File: src/rtl/calc_pkg.sv
// Constants shared by control_unit, bin_to_bcd_seq and DisplayRotator:
// converter FSM encodings, display width and operand width.
package calc_pkg;

  localparam logic [1:0] ST_IDLE  = 2'd0;
  localparam logic [1:0] ST_SHIFT = 2'd1;
  localparam logic [1:0] ST_DONE  = 2'd2;

  localparam int DISP_DIGITS = 8;
  localparam int OPERAND_W   = 32;

  // Decimal digits needed to hold any w-bit unsigned value.
  function automatic int calc_int_digits(input int w);
    return (w * 3) / 10 + 1;
  endfunction

endpackage

File: src/rtl/bcd_digit_adjust.sv
// Double-dabble add-3 cell: a digit of 5 or more is pre-biased so the
// following left shift carries correctly into the next decimal digit.
module bcd_digit_adjust (
  input  logic [3:0] d_i,
  output logic [3:0] d_o
);

  assign d_o = (d_i >= 4'd5) ? d_i + 4'd3 : d_i;

endmodule

File: src/rtl/bin_to_bcd_seq.sv
// Sequential shift-add-3 binary to BCD converter with leading-zero blank
// mask and overflow flag for the display.
module bin_to_bcd_seq
  import calc_pkg::*;
#(
  parameter int WIDTH  = OPERAND_W,
  parameter int DIGITS = DISP_DIGITS
) (
  input  logic                  clk,
  input  logic                  reset,
  input  logic [WIDTH-1:0]      bin_in,
  input  logic                  start,
  output logic                  busy,
  output logic                  done,
  output logic [4*DIGITS-1:0]   bcd_out,
  output logic [DIGITS-1:0]     blank,
  output logic                  overflow
);

  localparam int INT_DIGITS = calc_int_digits(WIDTH);
  localparam int BCD_W      = INT_DIGITS * 4;
  localparam int CNT_W      = $clog2(WIDTH);
  localparam logic [DIGITS-1:0] BLANK_RST = {{(DIGITS-1){1'b1}}, 1'b0};

  logic [1:0]          state_q, state_d;
  logic [CNT_W-1:0]    cnt_q, cnt_d;
  logic [BCD_W-1:0]    bcd_q, bcd_d, bcd_adj;
  logic [WIDTH-1:0]    bin_q, bin_d;
  logic [4*DIGITS-1:0] bcd_out_q, bcd_out_d;
  logic [DIGITS-1:0]   blank_q, blank_d, blank_calc;
  logic                ovf_q, ovf_d, ovf_calc;
  logic                done_q, done_d;
  logic                upper_zero;

  for (genvar g = 0; g < INT_DIGITS; g++) begin : g_adj
    bcd_digit_adjust u_adj (
      .d_i (bcd_q[4*g +: 4]),
      .d_o (bcd_adj[4*g +: 4])
    );
  end

  // Overflow is any nonzero digit beyond the display; blanking walks down
  // from the top digit and stops at the first nonzero one.
  always_comb begin
    ovf_calc = 1'b0;
    for (int i = DIGITS; i < INT_DIGITS; i++) begin
      ovf_calc = ovf_calc | (|bcd_q[4*i +: 4]);
    end
    blank_calc = '0;
    upper_zero = !ovf_calc;
    for (int i = DIGITS - 1; i >= 1; i--) begin
      upper_zero    = upper_zero && (bcd_q[4*i +: 4] == 4'd0);
      blank_calc[i] = upper_zero;
    end
  end

  always_comb begin
    state_d   = state_q;
    cnt_d     = cnt_q;
    bcd_d     = bcd_q;
    bin_d     = bin_q;
    bcd_out_d = bcd_out_q;
    blank_d   = blank_q;
    ovf_d     = ovf_q;
    done_d    = 1'b0;
    case (state_q)
      ST_IDLE: begin
        if (start) begin
          bin_d   = bin_in;
          bcd_d   = '0;
          cnt_d   = '0;
          state_d = ST_SHIFT;
        end
      end
      ST_SHIFT: begin
        bcd_d = BCD_W'({bcd_adj, bin_q[WIDTH-1]});
        bin_d = {bin_q[WIDTH-2:0], 1'b0};
        cnt_d = cnt_q + CNT_W'(1);
        if (cnt_q == CNT_W'(WIDTH - 1)) begin
          state_d = ST_DONE;
        end
      end
      ST_DONE: begin
        bcd_out_d = bcd_q[4*DIGITS-1:0];
        blank_d   = blank_calc;
        ovf_d     = ovf_calc;
        done_d    = 1'b1;
        state_d   = ST_IDLE;
      end
      default: state_d = ST_IDLE;
    endcase
  end

  always_ff @(posedge clk) begin
    if (reset) begin
      state_q   <= ST_IDLE;
      cnt_q     <= '0;
      bcd_q     <= '0;
      bin_q     <= '0;
      bcd_out_q <= '0;
      blank_q   <= BLANK_RST;
      ovf_q     <= 1'b0;
      done_q    <= 1'b0;
    end else begin
      state_q   <= state_d;
      cnt_q     <= cnt_d;
      bcd_q     <= bcd_d;
      bin_q     <= bin_d;
      bcd_out_q <= bcd_out_d;
      blank_q   <= blank_d;
      ovf_q     <= ovf_d;
      done_q    <= done_d;
    end
  end

  assign busy     = (state_q == ST_SHIFT);
  assign done     = done_q;
  assign bcd_out  = bcd_out_q;
  assign blank    = blank_q;
  assign overflow = ovf_q;

endmodule

File: config.mk
export PLATFORM = sky130hd
export DESIGN_NAME = bin_to_bcd_seq
export DESIGN_NICKNAME = d
export VERILOG_FILES = /design/src/rtl/calc_pkg.sv /design/src/rtl/bcd_digit_adjust.sv /design/src/rtl/bin_to_bcd_seq.sv
export SDC_FILE = /design/constraint.sdc
export NUM_CORES = 1
export LEC_CHECK = 0
export BUFFER_PORTS_ARGS = -buffer_cell sky130_fd_sc_hd__buf_2
export CAP_MARGIN = 10
export CORE_MARGIN = 2
export CORE_UTILIZATION = 40
export CTS_CLUSTER_SIZE = 12
export DETAILED_ROUTE_END_ITERATION = 6
export HOLD_SLACK_MARGIN = 0.03
export PLACE_DENSITY = 0.69
export SLEW_MARGIN = 0
export SYNTH_ARGS = -nofsm -noshare
export SYNTH_HDL_FRONTEND = slang
export SYNTH_SLANG_ARGS = --single-unit
File: constraint.sdc
create_clock -name clk -period 3.4 [get_ports clk]
set_clock_uncertainty 0.05 [all_clocks]
set_input_delay 0.68 -clock clk [delete_from_list [all_inputs] [get_ports clk]]
set_output_delay 0.68 -clock clk [all_outputs]
set_load 0.03 [all_outputs]
; ---- After elaboration in Yosys (flattened, before gate mapping)
; Cells that the tools add are included.
[word_totals]
inputBits = 35
out_inout_bits = 43
reg_bits = 120
word_cells = 76
[classes]
bitwise_logic = 1
muxes = 20
eq_ne = 5
reduce_logical = 21
n_lt_le_gt_ge = 10
addsub = 11
[ops]
columns = operator, n
row1 = case mux 40 bit (2 select lines), 1
row2 = case mux 32 bit (2 select lines), 1
row3 = greater-or-equal comparator 4 x 3 -> 1 bit (second input constant), 10
row4 = two-way mux 40 bit, 1
row5 = adder 4 x 2 -> 4 bit (second input constant), 9
row6 = two-way mux 4 bit, 9
row7 = two-way mux 32 bit, 1
row8 = logical NOT 4 bit, 7
row9 = case mux 5 bit (2 select lines), 1
row10 = OR reduction 4 bit, 2
row11 = logical AND 1 bit, 7
row12 = adder 5 x 1 -> 5 bit (second input constant), 1
row13 = equality test 5 bit (second input constant), 1
row14 = two-way mux 5 bit, 1
row15 = two-way mux 2 bit, 2
row16 = case mux 2 bit (2 select lines), 1
row17 = AND reduction 2 bit, 2
row18 = adder 3 x 2 -> 3 bit (second input constant), 1
row19 = two-way mux 3 bit, 1
row20 = equality test 2 x 1 -> 1 bit (second input constant), 1
row21 = equality test 2 bit (second input constant), 1
row22 = logical NOT 2 bit, 1
row23 = inequality test 2 x 1 -> 1 bit (second input constant), 1
row24 = inequality test 2 bit (second input constant), 1
row25 = other kinds (4), 4

; ---- Longest topological paths before layout
; Gate-level depths: netlist (run 1).
[depth]
depth_word = 10
depth_mapped = 7
ltp_nobuf = 6

; ---- Modules after synthesis
; Synthesis (run 1) repeated with hierarchy kept, for this count alone.
[unflattened]
cells_unflattened = 705
hier_area_um2 = 5637.9
[modules_own_cells]
columns = mod, seq_area_each_um2, instances, cells_per_inst, area_per_inst_um2
row1 = bin_to_bcd_seq, 2402.3, 1, 545, 4624.4
row2 = bcd_digit_adjust, 0.0, 10, 16, 101.3

; ---- Worst setup path after synthesis (run 1)
; No wires, ideal clock.
[synth_path]
path_kind = input to register
start = in start
end = reg bcd_q[31]
path_buffers = 3
path_slack_ps = 1596
arrival_time_ps = 1622
required_time_ps = 3218
setup_ps = 132
stages = 7
cell_sequence = buf_2 -> nor2_1 -> or2_2 -> clkbuf_1 -> buf_2 -> o21ai_0 -> a21oi_1
[synth_via]
elab_chain_len = 2
[synth_rtl]
columns = item, line
row1 = "start, declared", bin_to_bcd_seq.sv:12  ; input logic start,
row2 = inequality test 2 bit (no line), -
row3 = AND reduction 2 bit (no line), -
row4 = "end signal, assigned", bin_to_bcd_seq.sv:98  ; bcd_q <= '0;
row5 = "end signal, assigned", bin_to_bcd_seq.sv:107  ; bcd_q <= bcd_d;
row6 = "end, declared", bin_to_bcd_seq.sv:27  ; logic [BCD_W-1:0] bcd_q, bcd_d, bcd_adj;
; No other way between the ends.
; A chain may end at the register's enable or synchronous reset.

; ---- Worst setup path in the final report (run 1)
[layout_path]
start = reg state_q[1]
end = out busy
[layout_via]
elab_chain_len = 1
[layout_rtl]
columns = item, line
row1 = "start, declared", bin_to_bcd_seq.sv:25  ; logic [1:0] state_q, state_d;
row2 = "start signal, assigned", bin_to_bcd_seq.sv:105  ; state_q <= state_d;
row3 = equality test 2 x 1 -> 1 bit, bin_to_bcd_seq.sv:116  ; assign busy = (state_q == ST_SHIFT);
row4 = "end, declared", bin_to_bcd_seq.sv:13  ; output logic busy,
; No other way between the ends.

==> results of run 1 <==
registers in the layout, indices dropped and copies added (netlist names):
register and count:
bcd_q 40, overflow 1, cnt_q 5, bcd_out 32, bin_q 32, state_q 2, done 1, blank 7
cell families (layout without fill, tap and decap cells):
logic type	after synthesis	in the layout	share of synthesized area, %
other	1	1	0.0661
adders and majority gates	30	30	6.61
AOI/OAI and AO/OA	162	162	16.4
xor gates and xnor gates	12	12	1.85
and+or+nand+nor	307	307	25.6
buffers and inverters	72	142	5.20
muxes	11	11	1.96
DFF	120	120	42.3
per-stage QoR:
step / power [mW] / utilization [%] / setup slack (ps)
2_1_floorplan: 1.65 / - / 1600
4_1_cts: 3.42 / 48.5 / 893
3_3_place_gp: 1.71 / 44.4 / 1360
5_1_grt: 3.53 / 48.5 / 793
3_5_place_dp: 1.71 / 44.4 / 1360
6_report: 3.39 / 48.5 / 947
power by group through the flow:
stage / Sequential (mW) / Clock [mW] / Combinational, mW
2_1_floorplan: 1.49 / 0 / 0.161
5_1_grt: 1.47 / 1.81 / 0.243
3_5_place_dp: 1.49 / 0 / 0.215
3_3_place_gp: 1.49 / 0 / 0.212
4_1_cts: 1.46 / 1.74 / 0.216
6_report: 1.46 / 1.71 / 0.214
metal layers:
metal  track usage, %  vias up
met2             26.7       85
li1                 -     2520
met3             5.49        9
met1             22.5     2200
met4             6.18        0
met5                0        -
area by class of cell:
type                            instances  area [um^2]
Clock buffer                           22          474
Clock inverter                         10         95.1
Fill cell                            1371         7150
Inverter                               23         86.3
Multi-Input combinational cell        523         2980
Sequential cell                       120         2400
Tap cell                              180          225
Timing Repair Buffer                   87          465
final timing paths:
check             start    endpoint  slack [ps]  cells after the start
max          state_q[1]        busy         950                      3
min          bcd_out[9]  bcd_out[9]         400                      2
max reg2reg  state_q[0]   bcd_q[27]        1400                      5
min reg2reg  bcd_out[9]  bcd_out[9]         400                      2
cell usage after synthesis (2+ instances only):
cell / number / area [um^2]
a211oi_1: 4 / 30.0
a21oi_1: 101 / 505
a22o_1: 20 / 175
a22oi_1: 4 / 30.0
and2_1: 4 / 25.0
buf_1: 4 / 15.0
buf_2: 17 / 85.1
clkbuf_1: 27 / 101
dfxtp_1: 120 / 2400
ha_1: 30 / 375
inv_1: 22 / 82.6
mux2i_1: 10 / 100
nand2_1: 77 / 289
nand2b_1: 14 / 87.6
nand3_1: 12 / 60.1
nand3b_1: 2 / 15.0
nor2_1: 106 / 398
nor2b_1: 31 / 194
nor3_1: 40 / 200
nor3b_1: 7 / 52.6
o211ai_1: 3 / 22.5
o21ai_0: 24 / 120
o31ai_1: 4 / 30.0
or3_1: 5 / 31.3
xnor2_1: 10 / 87.6
xor2_1: 2 / 17.5
worst register-to-register path: cells and delay by family, from the launching register on:
| kind | cells | cell delay [ps] |
|---|---|---|
| AOI/OAI and AO/OA | 2 | 320 |
| buffers and inverters | 1 | 460 |
| DFF | 1 | 320 |
| and+or+nand+nor | 2 | 700 |
==> flow_summary_export.csv, run 1 <==
group,metric,value,unit
die,die_w,123,um
setup_path,crit_chain,"nand2b_1 -> clkinv_1 -> buf_2",
timing,whs,399,ps
cells_and_area,final_common_cell,"dfxtp_1",
synthesis,synth_cell_types,41,
synthesis,ys_seq_area_share,42.3,%
power,p_int,2.59,mW
placed_design,hpwl,7.48,mm
drt,met3_length,592,um
timing,max_freq,408,MHz
global_routing,grt_overflow,0,
min_path,hold_class,"reg2reg",
clocking,path_clk_slew,60,ps
cells_and_area,drive_gt1_share,16.2,%
drt,wirelength_met1,6.02,mm
global_routing,grt_pass1_wl,20.8,mm
timing,drv_slew,0,
setup_path,cp_slowest_cell,"clkinv_1",
timing,rsz0062_at_grt,"no",
drt,drcViolationCount,0,
timing,finalSetupViolations,0,
drt,top_layer,"met4",
power,clkPwrFrac,50.5,%
setup_path,critPathTopFamily,"buffers and inverters",
timing,fin_crit_sh,72.2,%
power,swShare,23.6,%
global_routing,grt_usage,17.2,%
power,irDropWorstVdd,0.330,mV
placed_design,gp_congestion,0.725,
synthesis,yosys_warnings,0,
setup_path,arrival,1720,ps
die,die_h,123,um
timing,setup_tns,0,ps
synthesis,async_flop_share,0,%
cells_and_area,fin_area,0.00673,mm^2
drt,wl_per_cell,12.8,um
clocking,cts.htree.levels,4,
synthesis,syn-cell-area,0.00568,mm^2
power,combPwrFrac,6.3,%
timing,worst_pin_slew,600,ps
synthesis,syn_area_per_cell,7.94,um^2
cells_and_area,areaGrowthSynthToFinish,18.6,%
setup_path,cp_num_buf_inv,2,
synthesis,synth.ff_latch_count,120,
die,fp-row-count,43,
status,status,"completed",
die,die_area,0.0152,mm^2
clocking,cts_buffer_depth,2,
clocking,clk_latency,410,ps
power,p_sw,0.800,mW
clocking,cts_resized,0,
drt,wl,12.3,mm
clocking,root_buffer,"clkbuf_16",
setup_path,cp-end-kind,"primary output",
placed_design,dp_cells,933,
drt,drt_first_iter_violations,257,
placed_design,io_buffers,76,
global_routing,antenna_found_initial,0,
die,start_util,40.9,%
timing,maxSlewHeadroom,59.8,%
power,power_density,503,mW/mm^2
synthesis,syn-num-nets,780,
die,num_io_pins,78,
setup_path,worstPathMaxFanout,19,
setup_path,slowest_delay,490,ps
clocking,cts_tree,"yes",
clocking,holdBufCountCts,0,
clocking,cts_buffers,17,
clocking,cts_num_sinks,120,
cells_and_area,fin_nets,837,
global_routing,grt_max_degree,70,
drt,first_pass_iters,4,
synthesis,synthCells,715,
die,fp.coreArea,0.0139,mm^2
power,cellLeakagePower,2.80,nW
placed_design,place_area,0.00616,mm^2
setup_path,start_kind,"flop",
drt,dr_total_vias,4814,
global_routing,grt_pass1_vias,4461,
drt,via_per_inst,4.99,
timing,hold_violations,0,
cells_and_area,antenna_cells,0,
setup_path,cp.required,2670,ps
timing,min_period,2450,ps
drt,ant_nets,0,
cells_and_area,final_cells,965,
synthesis,ys.flop_type,"dfxtp_1",
synthesis,synth-edff-count,0,
power,seqPwrFrac,43.2,%
clocking,post_cts_buffers,0,
cells_and_area,final_cell_mix,"119 x dfxtp_1, 105 x nor2_1, 101 x a21oi_1",
setup_path,crit_type,"reg2out",
drt,wl_met2,5.57,mm
flow_run,max-cap-violations,0,
Power figures use the tool's default switching activity.
==> run 2, diff against run 1 <==
--- a/config.mk
+++ b/config.mk
@@ -12,7 +12,7 @@
 export CTS_CLUSTER_SIZE = 12
 export DETAILED_ROUTE_END_ITERATION = 6
 export HOLD_SLACK_MARGIN = 0.03
-export PLACE_DENSITY = 0.69
+export PLACE_DENSITY = 0.71
 export SLEW_MARGIN = 0
 export SYNTH_ARGS = -nofsm -noshare
 export SYNTH_HDL_FRONTEND = slang
==> constraint.sdc (replaced) <==
create_clock -name clk -period 2.04 [get_ports clk]
set_clock_uncertainty 0.05 [all_clocks]
set_input_delay 0.408 -clock clk [delete_from_list [all_inputs] [get_ports clk]]
set_output_delay 0.408 -clock clk [all_outputs]
set_load 0.03 [all_outputs]
==> flow_summary_export.csv, run 2 (same netlist as run 1, synthesis figures left out) <==
group,metric,value,unit
power,cellLeakagePower,2.83,nW
setup_path,reg2regPathDepth,6,
global_routing,grt_pass1_wl,21.1,mm
global_routing,grt_usage,17.5,%
die,fp-row-count,43,
global_routing,grt_max_degree,67,
power,fin_total_pwr,5.57,mW
global_routing,grt_pass1_vias,4479,
clocking,cts_tree,"yes",
power,irDropWorstVdd,0.527,mV
clocking,cts_num_sinks,120,
setup_path,critPathTopFamily,"buffers and inverters",
timing,finalWorstSetupSlack,144,ps
placed_design,dp_slack,305,ps
drt,wirelength_met1,6.10,mm
timing,rsz0062_at_grt,"no",
die,die_h,123,um
drt,ant_nets,0,
min_path,hold_class,"in2reg",
cells_and_area,fin_area,0.00678,mm^2
setup_path,crit_type,"reg2out",
die,die_w,123,um
placed_design,hpwl,8.10,mm
timing,finalSetupViolations,0,
flow_run,max-cap-violations,0,
timing,worst_pin_slew,509,ps
setup_path,worstPathMaxFanout,7,
setup_path,crit_chain,"nand2b_1 -> clkinvlp_4 -> buf_2",
cells_and_area,fin_nets,843,
die,start_util,40.9,%
setup_path,cp.required,1580,ps
timing,maxSlewHeadroom,66.1,%
clocking,holdBufCountCts,0,
die,num_io_pins,78,
status,status,"completed",
timing,setup_tns,0,ps
cells_and_area,final_common_cell,"dfxtp_1",
drt,wl_met2,5.60,mm
drt,first_pass_iters,5,
timing,fin_crit_sh,93.0,%
cells_and_area,final_cell_mix,"118 x dfxtp_1, 105 x nor2_1, 101 x a21oi_1",
setup_path,slowest_delay,390,ps
cells_and_area,top_register,"bcd_q",
global_routing,grt_overflow,0,
setup_path,cp-end-kind,"primary output",
drt,drcViolationCount,0,
drt,top_layer,"met4",
drt,wl,12.5,mm
setup_path,cp_num_buf_inv,2,
clocking,clk_latency,410,ps
clocking,post_cts_buffers,0,
setup_path,crit_cells,3,
power,power_density,823,mW/mm^2
drt,dr_total_vias,4862,
drt,met3_length,644,um
clocking,path_clk_slew,50,ps
clocking,cts.htree.levels,4,
clocking,root_buffer,"clkbuf_16",
setup_path,r2r_slack,290,ps
min_path,hold_path_depth,2,
setup_path,cp_slowest_cell,"dfxtp_2",
timing,min_period,1900,ps
die,die_area,0.0152,mm^2
cells_and_area,largest_reg_flops,40,
cells_and_area,antenna_cells,0,
setup_path,arrival,1440,ps
cells_and_area,areaGrowthSynthToFinish,19.4,%
cells_and_area,drive_gt1_share,16.9,%
clocking,cts_buffers,17,
timing,max_freq,527,MHz
placed_design,gp_congestion,0.838,
drt,drt_first_iter_violations,293,
timing,hold_violations,0,
setup_path,start_kind,"flop",
drt,wl_per_cell,12.9,um
placed_design,place_area,0.00622,mm^2
clocking,cts_buffer_depth,2,
placed_design,io_buffers,76,
timing,drv_slew,0,
die,fp.coreArea,0.0139,mm^2
drt,via_per_inst,5.01,
global_routing,antenna_found_initial,0,
-- run 2: changes by cell type in the layout (fill, tap and decap cells not counted) --
cell	previous run	this run
clkinvlp_4	5	4
buf_4	12	17
clkinv_1	1	0
buf_12	0	1
clkinv_2	2	4
clkbuf_8	3	1
dfxtp_1	119	118
inv_6	1	2
dfxtp_2	1	2
clkbuf_1	2	3
-- run 2: metal layers --
layer  up-vias  GRT usage (%)
met3        17           5.49
li1       2531              -
met2        98           27.1
met5         -              0
met1      2216           22.8
met4         0           6.68
-- run 2: area by class of cell --
type,instances,area [um^2]
well taps,180,225
inverters,23,90.1
clock inverters,11,98.8
clock buffers,21,450
flip-flops and latches,120,2400
repair buffers,93,523
multi-input cells,523,2980
fillers,1355,7100
-- run 2: worst paths after layout --
check / end / start
hold reg to reg: bcd_out[8] / bcd_out[8]
hold / removal: cnt_q[1] / reset
setup / recovery: busy / state_q[1]
setup reg to reg: blank[1] / bcd_q[28]
-- run 2: what timing repair did --
item                                    CTS  global route
endpoints found under the setup margin    0             1
endpoints found under the hold margin     0             0
resized for setup                         0             2
-- run 2: where the power goes --
part           total [mW]  switching [mW]  internal [mW]
combinational       0.368           0.226          0.142
clock                2.76            1.06           1.70
sequential           2.44          0.0342           2.41
total                5.57            1.32           4.25
-- run 2: through the flow --
| step | hold slack (ps) | utilization, % | cells |
|---|---|---|---|
| floorplan | 387 | - | 715 |
| finish | 313 | 48.8 | 971 |
| global route | 311 | 48.8 | 971 |
| CTS | 297 | 48.8 | 971 |
| detailed placement | 395 | 44.8 | 939 |
| global placement | 391 | 44.8 | 939 |
